--- src/rtl/sprite_playfield_mixer.sv ---
// -----------------------------------------------------------------------------
// sprite_playfield_mixer
//
// Pixel-stage mixer behind the sprite scanline renderer. Merges the renderer's
// 4-bit sprite colour with a 4-bit playfield colour under a priority bit to
// form the registered output pixel, and accumulates per-frame sprite-vs-
// playfield collision statistics. The CPU reads the statistics through a
// clear-on-read port.
//
// Optional feature macro: SPRITE_COLLIDE_IRQ_EN
//   defined   : irq is a flop, set by a snapshot with a non-zero mask and
//               cleared on the edge after coll_rd.
//   undefined : irq is tied to 0. The port is kept.
//
// Parameters
//   PF_DELAY     alignment stages on pf_rgb/pf_priority/display_on (0..3)
//   SNAP_LINE    vpos at which the frame snapshot is taken (with hpos == 0)
//
// Ports
//   clk          pixel clock
//   reset        asynchronous, active-high reset
//   hpos, vpos   beam position from the hvsync generator
//   display_on   visible-area flag
//   sprite_rgb   sprite colour, 0 = transparent (already aligned)
//   pf_rgb       playfield colour, 0 = background
//   pf_priority  1: a non-zero playfield pixel wins over a sprite
//   rgb          final pixel colour (registered)
//   coll_rd      single-cycle CPU read strobe (clear-on-read)
//   coll_mask    snapshot mask; bit c set if sprite colour c collided
//   coll_count   snapshot count of colliding pixels, saturating at 255
//   frame_strobe one-cycle pulse when a snapshot is taken
//   irq          collision interrupt
// -----------------------------------------------------------------------------
module sprite_playfield_mixer #(
  parameter int unsigned PF_DELAY  = 1,
  parameter int unsigned SNAP_LINE = 256,
  localparam int unsigned POS_W  = 9,
  localparam int unsigned COL_W  = 4,
  localparam int unsigned MASK_W = 16,
  localparam int unsigned CNT_W  = 8
) (
  input  logic              clk,
  input  logic              reset,
  input  logic [POS_W-1:0]  hpos,
  input  logic [POS_W-1:0]  vpos,
  input  logic              display_on,
  input  logic [COL_W-1:0]  sprite_rgb,
  input  logic [COL_W-1:0]  pf_rgb,
  input  logic              pf_priority,
  output logic [COL_W-1:0]  rgb,
  input  logic              coll_rd,
  output logic [MASK_W-1:0] coll_mask,
  output logic [CNT_W-1:0]  coll_count,
  output logic              frame_strobe,
  output logic              irq
);

  localparam int unsigned DLY_W = COL_W + 2;

  logic [DLY_W-1:0]  dly_in_c;
  logic [DLY_W-1:0]  dly_out_c;
  logic [COL_W-1:0]  pfd_c;
  logic              prid_c;
  logic              dond_c;
  logic              collide_c;
  logic              snap_c;
  logic [MASK_W-1:0] coll_bit_c;

  logic [MASK_W-1:0] live_mask;
  logic [CNT_W-1:0]  live_count;

  assign dly_in_c = {display_on, pf_priority, pf_rgb};

  // Playfield alignment delay line; depth 0 is a straight wire.
  generate
    if (PF_DELAY == 0) begin : g_no_delay
      assign dly_out_c = dly_in_c;
    end else begin : g_delay
      logic [DLY_W-1:0] pipe [PF_DELAY];

      always_ff @(posedge clk or posedge reset) begin
        if (reset) begin
          for (int i = 0; i < int'(PF_DELAY); i++) begin
            pipe[i] <= '0;
          end
        end else begin
          pipe[0] <= dly_in_c;
          for (int i = 1; i < int'(PF_DELAY); i++) begin
            pipe[i] <= pipe[i-1];
          end
        end
      end

      assign dly_out_c = pipe[PF_DELAY-1];
    end
  endgenerate

  assign pfd_c  = dly_out_c[COL_W-1:0];
  assign prid_c = dly_out_c[COL_W];
  assign dond_c = dly_out_c[COL_W+1];

  // Priority is deliberately ignored for collision detection.
  assign collide_c  = dond_c && (sprite_rgb != '0) && (pfd_c != '0);
  assign snap_c     = (vpos == POS_W'(SNAP_LINE)) && (hpos == '0);
  assign coll_bit_c = MASK_W'(1) << sprite_rgb;

  // Registered pixel mix.
  always_ff @(posedge clk or posedge reset) begin
    if (reset) begin
      rgb <= '0;
    end else if (!dond_c) begin
      rgb <= '0;
    end else if ((sprite_rgb != '0) && (!prid_c || (pfd_c == '0))) begin
      rgb <= sprite_rgb;
    end else begin
      rgb <= pfd_c;
    end
  end

  // Live collision accumulation; a collision on the snapshot cycle seeds the
  // freshly cleared set for the next frame.
  always_ff @(posedge clk or posedge reset) begin
    if (reset) begin
      live_mask  <= '0;
      live_count <= '0;
    end else if (snap_c) begin
      live_mask  <= collide_c ? coll_bit_c : '0;
      live_count <= collide_c ? CNT_W'(1) : '0;
    end else if (collide_c) begin
      live_mask <= live_mask | coll_bit_c;
      if (live_count != '1) begin
        live_count <= live_count + CNT_W'(1);
      end
    end
  end

  // Snapshot registers; a snapshot beats a simultaneous read-clear.
  always_ff @(posedge clk or posedge reset) begin
    if (reset) begin
      coll_mask    <= '0;
      coll_count   <= '0;
      frame_strobe <= 1'b0;
    end else begin
      frame_strobe <= snap_c;
      if (snap_c) begin
        coll_mask  <= live_mask;
        coll_count <= live_count;
      end else if (coll_rd) begin
        coll_mask  <= '0;
        coll_count <= '0;
      end
    end
  end

`ifdef SPRITE_COLLIDE_IRQ_EN
  // Collision interrupt; setting by snapshot beats the read-clear.
  always_ff @(posedge clk or posedge reset) begin
    if (reset) begin
      irq <= 1'b0;
    end else if (snap_c && (live_mask != '0)) begin
      irq <= 1'b1;
    end else if (coll_rd) begin
      irq <= 1'b0;
    end
  end
`else
  assign irq = 1'b0;
`endif

endmodule

--- config.mk ---
export PLATFORM = sky130hd
export DESIGN_NAME = sprite_playfield_mixer
export DESIGN_NICKNAME = d
export VERILOG_FILES = /design/src/rtl/sprite_playfield_mixer.sv
export SDC_FILE = /design/constraint.sdc
export NUM_CORES = 1
export LEC_CHECK = 0
export ABC_CLOCK_PERIOD_IN_PS = 3900
export BUFFER_PORTS_ARGS = -buffer_cell sky130_fd_sc_hd__buf_4
export CAP_MARGIN = 25
export CELL_PAD_IN_SITES_DETAIL_PLACEMENT = 0
export CELL_PAD_IN_SITES_GLOBAL_PLACEMENT = 1
export CORE_MARGIN = 4
export CORE_UTILIZATION = 29
export DETAILED_ROUTE_END_ITERATION = 8
export GPL_TIMING_DRIVEN = 0
export PLACE_DENSITY_LB_ADDON = 0.1
export SYNTH_ARGS = -nofsm -noshare
export SYNTH_HDL_FRONTEND = slang
export SYNTH_SLANG_ARGS = --single-unit
--- constraint.sdc ---
create_clock -name clk -period 3.9 [get_ports clk]
set_clock_uncertainty 0.1 [all_clocks]
set_input_delay 0.78 -clock clk [delete_from_list [all_inputs] [get_ports clk]]
set_output_delay 0.78 -clock clk [all_outputs]
set_load 0.01 [all_outputs]
After elaboration in Yosys (flattened, before gate mapping)
Index checks and enable logic that the tools add are counted.

Shift operators: 1. Mux-type cells: 13. Equal/unequal tests: 2. Divide/modulo/power cells: 0. $lt $le $gt $ge: 0. Bitwise gates (word level): 1. Multipliers: 0. $add $sub $neg: 1. Reduce and logical (&&, ||, !) cells: 14.

Operators by type and width (count): two-way mux 16 bit (5); two-way mux 8 bit (5); OR 16 bit (1); << shifter 1 x 4 -> 16 bit, first input constant (1); equality test 9 bit, second input constant (1); zero test 9 bit (1); adder 8 x 1 -> 8 bit, second input constant (1); two-way mux 4 bit (2); inequality test 8 bit, second input constant (1); nonzero test 4 bit (2); nonzero test 2 bit (3); logical AND 1 bit (4); zero test 4 bit (1); AND reduction 2 bit (1); zero test 1 bit (1); logical OR 1 bit (1); two-way mux 1 bit (1).

Bits in latches: 0. Memories: 0. Register bits: 59. Memory bits (read-only): 0. RAM bits: 0. Input bits: 31. Word-level logic and storage cells: 39.

Logic depth before layout (Yosys ltp)
Word-level depth: 5. Depth in mapped cells: 6.

Least setup slack after synthesis
Ideal clock, no wire load.

Path kind: input port to flip-flop. From: input hpos[5]. To: register live_mask[11]. Data arrival time: 2206 ps. Cell stages on the path: 5. Required time: 3678 ps. Slack: 1472 ps. Buffers on the path: 2. Cell sequence: or4_4 > or3_4 > buf_6 > buf_6 > a32o_1.

Word-level cells in the longest chain between the ends: 3. Elaborated cells on any way between the ends: 4. Those cells by class: mux (1); reduce/logical (3).

Ends and longest elaborated chain: from (decl) (RTL line 44) `input logic [POS_W-1:0] hpos,`; zero test 9 bit (*) (RTL line 104) `assign snap_c = (vpos == POS_W'(SNAP_LINE)) && (hpos == '0);`; logical AND 1 bit (*) (RTL line 104); two-way mux 16 bit or nonzero test 2 bit (tied branches); to (signal assigned) (RTL line 127) `live_mask <= collide_c ? coll_bit_c : '0;`; to (signal assigned) (RTL line 130) `live_mask <= live_mask | coll_bit_c;`; to (decl) (RTL line 69) `logic [MASK_W-1:0] live_mask;`.

Every way passes the cells marked *; elsewhere a longest branch is shown, timed or not. A chain may end at the register's enable or synchronous reset.

Final worst setup path
From: input hpos[5]. To: register live_mask[5].

Same word-level chain as after synthesis.

==> impl_metrics.csv <==
group,metric,value,unit
pwr,seqPwrFrac,53.6,%
timing,worst_slew_margin_rel,31.58,%
logic_synthesis,synth_top_area_share,57.76,%
detailed_routing,drc_errors,0,
job,drv_cap,0,
timing,finalMaxSlewViolations,0,
pwr,powerDensity,411.4,nW/um^2
logic_synthesis,yosysSeqAreaShare,57.76,%
die,initial_core_util,30.50,%
pwr,p_int,1.014,mW
global_route,overflow,0,
detailed_routing,wl_per_cell,15.16,um
setup_path,ff2ff_setup_slack,1.87,ns
placement,port_buffers,59,
clock_tree,cts_made_buffers,9,
layout,post-route-util,39.65,%
pwr,leakage,1.572,nW
pwr,irDropWorstVdd,0.0001707,V
logic_synthesis,synth_edf_count,0,
pwr,p_sw_share,25.84,%
global_route,grt_pass1_wl,9887,um
timing,hold_viol,0,
setup_path,worstSetupStartpointType,"primary input",
logic_synthesis,synth_cells,210,
timing,rsz0062_at_grt,"false",
clock_tree,cts_max_path_buffers,2,
clock_tree,cts.sinks,59,
clock_tree,cts_resized,0,
logic_synthesis,synth_ff_type,"dfrtp_1",
layout,area_growth,30.00,%
logic_synthesis,async_reset_ff_share,100.0,%
clock_tree,postCtsSetupRepairBufs,0,
logic_synthesis,avgSynthCellArea,12.17,um^2
logic_synthesis,syn_nets,242,
timing,finalSetupViolCount,0,
setup_path,worst-setup-path-type,"primary input to register",
detailed_routing,firstDrtPassIters,4,
global_route,grt_usage,12.34,%
logic_synthesis,ys_top_cells_by_count,"dfrtp_1 (59), nor2b_1 (27), mux2_2 (23)",
pwr,power_switching,0.3532,mW
setup_path,end_kind,"register",
die,core_area,8382,um^2
die,num_io_pins,61,
pwr,clockPowerShare,35.5,%
global_route,grt_max_degree,35,
die,die_w,101.9,um
layout,layout.nets,313,
timing,finalSetupTns,0,ns
global_route,grt_pass1_vias,1958,
timing,fin_crit_sh,62.60,%
setup_path,crit_arrival,2.50,ns
logic_synthesis,yosysUniqueCellTypes,37,
detailed_routing,ant_nets,0,
die,num_rows,33,
layout,fillers,819,
run_status,status,"complete, no violations",
clock_tree,hold_buffers,0,
logic_synthesis,yosys_register_bits,59,
min_path,min_path_type,"register to register",
timing,tightest_slew,1.018,ns
clock_tree,root_buffer,"clkbuf_8",
placement,hpwl,4300,um
detailed_routing,drt_iter0_drc,72,
clock_tree,clk_pin_slew,0.06,ns
timing,fmax,0.4096,GHz
logic_synthesis,synth.most_common_cell,"dfrtp_1",
setup_path,required,3.96,ns
die,die_area,10380,um^2
clock_tree,tritoncts,"yes",
global_route,antenna_found_initial,0,
detailed_routing,drt-vias-per-instance,4.655,
logic_synthesis,yosysWarningCount,0,
setup_path,worstPathMaxFanout,8,
logic_synthesis,syn_area,2556,um^2
logic_synthesis,yosys-top-cells-area,"dfrtp_1 (58%), mux2_2 (10%), nor2b_1 (6.6%), a22o_1 (2.1%), o2bb2ai_1 (2.1%)",
layout,n_antenna_cell,0,
pwr,pwr-share-comb,10.9,%
detailed_routing,finalWirelength,5928,um
die,dieHeight,101.9,um
clock_tree,clkLatencyLatePin,0.32,ns
detailed_routing,num_vias,1820,
clock_tree,h-tree-depth,3,
layout,final_layout_size_suffix_gt1_share,36.71,%
timing,period_needed,2.441,ns
placement,place_congestion,0.6765,
logic_synthesis,yosysTopAreaCell,"dfrtp_1",
==> per-layer routing <==
metal	routed length (um)	track usage [%]	vias up
met4	78	4.844	0
li1	-	-	898
met5	0	0	-
met3	291	2.867	9
met1	2637	15.63	865
met2	2920	20.52	48
==> path summary, 6_finish.rpt <==
kind                               start             to  cells after the start
max in group asynchronous          reset   dly_out_c[2]                      3
min reg2reg                live_mask[15]  live_mask[15]                      1
max                              hpos[5]   live_mask[5]                      4
min                        live_mask[15]  live_mask[15]                      1
max reg2reg                live_count[0]  live_count[1]                      6
min in group asynchronous          reset   coll_mask[1]                      2
==> critical path: stages <==
cell     delay (ns)
buf_4          0.11
or4_4          0.56
nor3_1         0.85
o32ai_1        0.21
==> cell families after synthesis <==
kind of cell | count (synthesis) | share of synthesized area [%]
AO/OA/AOI/OAI | 37 | 10.77
adder cells (fa/ha/maj) | 1 | 0.4894
buffers and inverters | 13 | 3.279
flip-flops | 59 | 57.76
multiplexers | 25 | 10.92
other | 1 | 0.1467
AND/OR/NAND/NOR | 74 | 16.64
==> cells in the final DEF, fill, tap and decap left out, types with 3 or more instances in the layout <==
cell	synthesis	layout
buf_4	1	60
dfrtp_1	59	59
nor2b_1	27	27
mux2_2	23	23
nand2_1	12	12
clkbuf_8	0	11
clkbuf_1	4	7
nor2_1	6	6
o21ai_0	6	6
or3_1	6	6
a21oi_1	6	6
a22o_1	6	6
o2bb2ai_1	6	6
buf_6	4	4
nand4_1	4	4
nand3_1	4	4
nor4_1	3	3
nand2b_1	3	3
a21boi_0	3	3
==> sequential cells by signal, summed over array words and instances (netlist names) <==
signal and count:
live_count 8, coll_mask 16, coll_count 8, dly_out_c 6, live_mask 16, frame_strobe 1, rgb 4
==> through the flow <==
step	hold slack [ns]	area, um^2	setup WS (ns)	total power [mW]	std cells
after floorplan	0.3494	2556	1.472	0.8197	210
after detailed placement	0.3764	3151	1.110	0.8963	375
after CTS	0.4002	3323	1.439	1.396	391
final	0.3907	3323	1.459	1.367	391
after global placement	0.3785	3131	0.6702	0.8925	374
after global routing	0.4107	3323	1.397	1.446	391
==> power groups by stage <==
stage | registers [mW] | logic, mW | clock network (mW)
detailed placement | 0.744 | 0.152 | 0
finish | 0.732 | 0.149 | 0.486
floorplan | 0.723 | 0.0971 | 0
global route | 0.745 | 0.173 | 0.528
global placement | 0.745 | 0.148 | 0
CTS | 0.734 | 0.153 | 0.510
==> layout make-up <==
class                   count  area, um^2  area share (%)
clock inverters             2       10.01          0.3012
repair buffers             60       462.9           13.93
well taps                 105       131.4           3.953
multi-input cells         138       996.0           29.97
inverters                   3       11.26          0.3389
plain buffers              10       72.57           2.184
flip-flops and latches     59        1476           44.43
clock buffers              14       162.7           4.895
Note: power is estimated with default switching activity, not from simulation.
